File: src/rtl/dual_edge_pkg.sv
// Shared state encoding and default widths for the dual-edge frame accumulator.
package dual_edge_pkg;

    typedef enum logic [1:0] {
        IDLE  = 2'd0,
        ACCUM = 2'd1,
        HOLD  = 2'd2
    } state_e;

    localparam int DEF_IN_W      = 8;
    localparam int DEF_ACC_W     = 16;
    localparam int DEF_MAX_COUNT = 16;
    localparam int DEF_CNT_W     = 5;

endpackage

File: src/rtl/acc_add_sat.sv
// Signed accumulate step with overflow detect; wraps by default, clamps when
// DUAL_EDGE_ACCUM_SAT_EN is defined.
module acc_add_sat #(
    parameter int IN_W  = 8,
    parameter int ACC_W = 16
) (
    input  logic signed [ACC_W-1:0] acc_i,
    input  logic signed [IN_W-1:0]  add_i,
    output logic signed [ACC_W-1:0] sum_o,
    output logic                    ovf_o
);

    logic signed [ACC_W-1:0] add_ext;
    logic signed [ACC_W-1:0] raw;

    always_comb begin
        add_ext = add_i;
        raw     = acc_i + add_ext;
        // Overflow only when both operands share a sign the result does not.
        ovf_o   = (acc_i[ACC_W-1] == add_ext[ACC_W-1]) && (raw[ACC_W-1] != acc_i[ACC_W-1]);
`ifdef DUAL_EDGE_ACCUM_SAT_EN
        if (ovf_o)
            sum_o = acc_i[ACC_W-1] ? {1'b1, {(ACC_W-1){1'b0}}} : {1'b0, {(ACC_W-1){1'b1}}};
        else
            sum_o = raw;
`else
        sum_o = raw;
`endif
    end

endmodule

File: src/rtl/dual_edge_accum.sv
// Captures posedge-launched samples on negedge and sums them per frame on the
// next posedge. Optional clamping via DUAL_EDGE_ACCUM_SAT_EN (see acc_add_sat).
module dual_edge_accum
    import dual_edge_pkg::*;
#(
    parameter int IN_W      = DEF_IN_W,
    parameter int ACC_W     = DEF_ACC_W,
    parameter int MAX_COUNT = DEF_MAX_COUNT,
    parameter int CNT_W     = DEF_CNT_W
) (
    input  logic                    clk,
    input  logic                    rst_n,
    input  logic                    in_valid,
    input  logic signed [IN_W-1:0]  in_data,
    input  logic                    in_last,
    output logic                    in_ready,
    output logic                    out_valid,
    output logic signed [ACC_W-1:0] out_data,
    output logic [CNT_W-1:0]        out_count,
    output logic                    out_ovf,
    input  logic                    out_ready
);

    state_e                  state_q, state_d;
    logic signed [ACC_W-1:0] acc_q, acc_d;
    logic [CNT_W-1:0]        cnt_q, cnt_d;
    logic                    ovf_q, ovf_d;

    logic                    cap_vld_q, cap_vld_d;
    logic signed [IN_W-1:0]  cap_data_q, cap_data_d;
    logic                    cap_last_q, cap_last_d;

    logic signed [ACC_W-1:0] add_sum;
    logic                    add_ovf;
    logic [CNT_W-1:0]        cnt_inc;

    // Negedge capture; in_ready is posedge state so it is settled by now.
    always_comb begin
        cap_vld_d  = in_valid && in_ready;
        cap_data_d = cap_vld_d ? in_data : cap_data_q;
        cap_last_d = cap_vld_d ? in_last : cap_last_q;
    end

    always_ff @(negedge clk or negedge rst_n) begin
        if (!rst_n) begin
            cap_vld_q  <= 1'b0;
            cap_data_q <= '0;
            cap_last_q <= 1'b0;
        end else begin
            cap_vld_q  <= cap_vld_d;
            cap_data_q <= cap_data_d;
            cap_last_q <= cap_last_d;
        end
    end

    acc_add_sat #(
        .IN_W  (IN_W),
        .ACC_W (ACC_W)
    ) u_add (
        .acc_i (acc_q),
        .add_i (cap_data_q),
        .sum_o (add_sum),
        .ovf_o (add_ovf)
    );

    assign cnt_inc = cnt_q + CNT_W'(1);

    always_ff @(posedge clk or negedge rst_n) begin
        if (!rst_n) begin
            state_q <= IDLE;
            acc_q   <= '0;
            cnt_q   <= '0;
            ovf_q   <= 1'b0;
        end else begin
            state_q <= state_d;
            acc_q   <= acc_d;
            cnt_q   <= cnt_d;
            ovf_q   <= ovf_d;
        end
    end

    always_comb begin
        state_d = state_q;
        acc_d   = acc_q;
        cnt_d   = cnt_q;
        ovf_d   = ovf_q;
        unique case (state_q)
            IDLE: begin
                if (cap_vld_q) begin
                    acc_d   = cap_data_q;
                    cnt_d   = CNT_W'(1);
                    ovf_d   = 1'b0;
                    state_d = (cap_last_q || MAX_COUNT == 1) ? HOLD : ACCUM;
                end
            end
            ACCUM: begin
                if (cap_vld_q) begin
                    acc_d   = add_sum;
                    cnt_d   = cnt_inc;
                    ovf_d   = ovf_q | add_ovf;
                    state_d = (cap_last_q || cnt_inc == CNT_W'(MAX_COUNT)) ? HOLD : ACCUM;
                end
            end
            HOLD: begin
                if (out_ready) begin
                    acc_d   = '0;
                    cnt_d   = '0;
                    ovf_d   = 1'b0;
                    state_d = IDLE;
                end
            end
            default: state_d = IDLE;
        endcase
    end

    always_comb begin
        in_ready  = (state_q != HOLD);
        out_valid = (state_q == HOLD);
        out_data  = out_valid ? acc_q : '0;
        out_count = out_valid ? cnt_q : '0;
        out_ovf   = out_valid && ovf_q;
    end

endmodule
File: config.mk
export PLATFORM = sky130hd
export DESIGN_NAME = dual_edge_accum
export DESIGN_NICKNAME = d
export VERILOG_FILES = /design/src/rtl/dual_edge_pkg.sv /design/src/rtl/acc_add_sat.sv /design/src/rtl/dual_edge_accum.sv
export SDC_FILE = /design/constraint.sdc
export NUM_CORES = 1
export LEC_CHECK = 0
export CAP_MARGIN = 20
export CORE_MARGIN = 4
export CORE_UTILIZATION = 40
export DETAILED_ROUTE_END_ITERATION = 16
export GPL_TIMING_DRIVEN = 0
export PLACE_DENSITY_LB_ADDON = 0.08
export SYNTH_ARGS = -nofsm -noshare
export SYNTH_HDL_FRONTEND = slang
export SYNTH_HIERARCHICAL = 1
export SYNTH_SLANG_ARGS = --single-unit
File: constraint.sdc
create_clock -name clk -period 3.04 [get_ports clk]
set_clock_uncertainty 0.1 [all_clocks]
set_input_delay 0.608 -clock clk [delete_from_list [all_inputs] [get_ports clk]]
set_output_delay 0.608 -clock clk [all_outputs]
set_load 0.02 [all_outputs]
==> summary.txt <==
Status
  • Run status: finished with violations
  • Violated checks: negative setup slack

Floorplanning
  • IO Count: 37
  • Placeable core region: 6060 sq um
  • Total number of placement rows: 28
  • Area enclosed by the die boundary: 7740 sq um
  • Initial core utilization: 42.2%
  • Horizontal die dimension: 88.0 microns
  • Die boundary height: 88.0 microns

Finish
  • Antenna diode count: 0
  • Top library cells by usage in the layout, fill and taps aside: clkdlybuf4s50_1 (34), nand2_1 (33), dfrtp_1 (24)
  • Post-synthesis to final-layout area growth: 39.3%
  • Number of nets in the finished design: 376
  • Commonest non-fill, non-tap cell in the layout: clkdlybuf4s50_1
  • Final cell area excluding filler cells: 3560 sq um
  • Final cell count without fillers: 418
  • Share of layout cells above drive strength 1: 25.1%

Place
  • Port-buffer cells: 36
  • DP HPWL: 4600 microns
  • Instance area at placement: 3160 sq um
  • Post-Place Cells: 396
  • Worst slack at placement: -0.963 ns
  • Final GP Congestion: 0.892

Critical path
  • Number of buffer and inverter stages on the critical path: 0
  • Start point of the critical path: cap_data_q[0]$_DFFE_NN0P_
  • Worst Path Max Fanout: 4
  • Endpoint type of the worst setup path: flop
  • Worst setup slack for register-to-register paths: -0.79 ns
  • Critical path class: reg2reg
  • Startpoint class of the critical path: flop
  • R2r worst-path depth: 9
  • Launch point of the worst reg-to-reg path: cap_data_q[0]$_DFFE_NN0P_
  • CP cell instances: ha_2 > fa_2 > a21o_1 > a221o_2 > a21oi_4 > o31ai_2 > xor2_1 > a21oi_1 > o21ai_1
  • Arr. time, crit path: 3.89 ns
  • Stage delay of the slowest cell on the critical path: 0.40 ns
  • Data required time of the critical path: 3.11 ns
  • Terminus of the critical flop-to-flop path: acc_q[14]$_DFFE_PN0P_
  • Largest delay contributor family on the critical path: compound AO/OA/AOI/OAI gates
  • Worst-path cell with the longest stage delay: a221o_2

STA
  • RSZ-0062 raised after global routing: true
  • Worst-margin pin slew: 0.790 ns
  • Hold Violations, Final: 0
  • Number of pins exceeding their max-slew limit in the final report: 0
  • Smallest setup slack after layout: -0.787 ns
  • Total setup violations reported at the end of the flow: 24
  • Final worst hold slack: 0.293 ns
  • Worst slew slack as a fraction of its limit: 47.4%

Route
  • Via Count: 2263
  • Initial DRC Count: 94
  • Drc violations: 0
  • Average vias per placed instance: 5.41
  • Routed wire length per instance: 16.1 microns
  • Drt total wl: 6740 microns
  • Post-DRT Antenna Nets: 0
  • Length of the first detailed-routing pass in iterations: 4

Logic synthesis
  • Mapped Avg Cell Area: 8.98 sq um
  • FFs w/ async S/R, synth: 100%
  • Total of warnings raised by yosys: 6
  • Sequential share of the synthesized area: 33.3%
  • Synth Instances: 285
  • Dominant synthesized flop cell: dfrtp_1
  • Cell types occupying the most area after synthesis: dfrtp_1 (23%), dfrtn_1 (9.8%), ha_1 (9.8%)
  • Number of synthesized flops with an enable pin: 0
  • Cell type with the highest aggregate area in the netlist: dfrtp_1
  • Flip-flop and latch count after synthesis: 34
  • Distinct cell type count after synthesis: 56
  • Area share of the leading cell type in the synthesized netlist: 23.5%
  • Synthesized net count: 319
  • Syn Std Cell Area: 2560 sq um

Pwr
  • Worst IR drop on VDD: 0.000715 V
  • Power density of the placed cells: 1260 nW/um^2
  • Static leakage: 0.00152 uW

CTS
  • Clk root buf: clkbuf_8
  • Sinks on Clock Net: 34
  • Post-CTS Hold Buffers: 0
  • Clk buf depth: 2
  • Clock edge transition at the registers on the reported setup and hold paths: 0.07 ns
  • Clock tree from TritonCTS: done
  • Number of buffers created by CTS: 5
  • Number of H-tree branching levels: 2
  • Clock latency at the later pin of the worst-skew pair: 0.29 ns

Flow run
  • Max_cap viols: 0

Global routing
  • GRT Util Overall: 18.9%
  • Pin count of the biggest net entering global routing: 35
  • Via count of the first global-routing pass: 2270
  • First-pass GRT wire length: 11300 microns
  • Antenna violations before repair: 0
  • Total overflow reported by the global router: 0

Hold path
  • Path class of the lowest-slack min-delay path: in2async
## final cells by class
class,count,area [sq um]
Buffer,9,68.8
Clock buffer,7,86.3
Clock inverter,1,30.0
Fill cell,537,2500
Inverter,9,33.8
Multi-Input combinational cell,232,1890
Sequential cell,34,851
Tap cell,75,93.8
Timing Repair Buffer,51,508
## state kept, by name, summed over array words and instances, names as in the netlist
name / flops
acc_q: 16
cap_data_q: 8
cnt_q: 5
state_q: 2
cap_last_q: 1
cap_vld_q: 1
ovf_q: 1
## worst reg2reg max path: cells and delay by family, from the launching register on
| kind | cells | cell delay, ns |
|---|---|---|
| AO/OA/AOI/OAI | 6 | 1.05 |
| XOR/XNOR | 1 | 0.14 |
| adder cells (fa/ha/maj) | 2 | 0.54 |
| flip-flops | 1 | 0.35 |
## logic make-up (layout without fill, tap and decap cells)
family,count (synthesis),count (layout),synth area share [%]
AND/OR/NAND/NOR,103,103,20.6
AO/OA/AOI/OAI,83,83,22.6
flip-flops,34,34,33.3
adder cells (fa/ha/maj),21,21,10.6
buffers and inverters,19,77,3.47
XOR/XNOR,15,15,5.13
multiplexers,10,10,4.35
## through the flow
step	setup TNS, ns	utilization [%]	power (uW)
2_1_floorplan	-6.18	-	2900
3_3_place_gp	-23.00	52.2	3540
3_5_place_dp	-12.95	52.1	3560
4_1_cts	-8.14	57.5	4320
5_1_grt	-10.03	58.8	4890
6_report	-7.98	58.8	4490
## power by group
group | switching, uW | internal [uW]
Clock | 166 | 267
Sequential | 190 | 641
Combinational | 1700 | 1530
Total | 2050 | 2440
## synth_stat cells, types with 2 or more instances
master and n:
a211oi_1 3, a21o_1 7, a21oi_1 23, a22o_1 2, a22oi_1 3, a31oi_1 2, and2_1 24, buf_2 5
clkbuf_1 3, dfrtn_1 10, dfrtp_1 24, ha_1 20, inv_1 9, mux2_2 9, nand2_1 36, nand3_1 9
nand4_1 2, nor2_1 11, nor2b_1 10, nor3_1 2, o21a_1 5, o21ai_0 18, o31ai_1 2, xnor2_1 9
xor2_1 6
## repair_timing
| item | in CTS | in global routing |
|---|---|---|
| gates resized for setup | 18 | 17 |
| pin swaps | 15 | 7 |
| gates cloned | 1 | 0 |
| endpoints found under the setup margin | 24 | 29 |
| setup buffers | 12 | 2 |
## how the worst max path moves through the flow
stage | endpoint | slack [ns] | depth (start not counted)
5_1_grt | acc_q[14]$_DFFE_PN0P_ | -0.88 | 9
6_report | acc_q[14]$_DFFE_PN0P_ | -0.79 | 9
3_5_place_dp | acc_q[15]$_DFFE_PN0P_ | -0.96 | 8
4_1_cts | acc_q[14]$_DFFE_PN0P_ | -0.80 | 9
3_3_place_gp | cap_last_q$_DFFE_NN0P_ | -1.02 | 1
2_1_floorplan | acc_q[14]$_DFFE_PN0P_ | -0.70 | 9
## routing by layer
metal  part of all wire [%]  track usage, %  wire length, microns
met5                      0               0                     0
met2                     46            30.9                  3110
met3                    4.3            3.48                   287
met1                     48            25.2                  3210
met4                    2.0            6.14                   133
(Power assumes the default switching activity.)
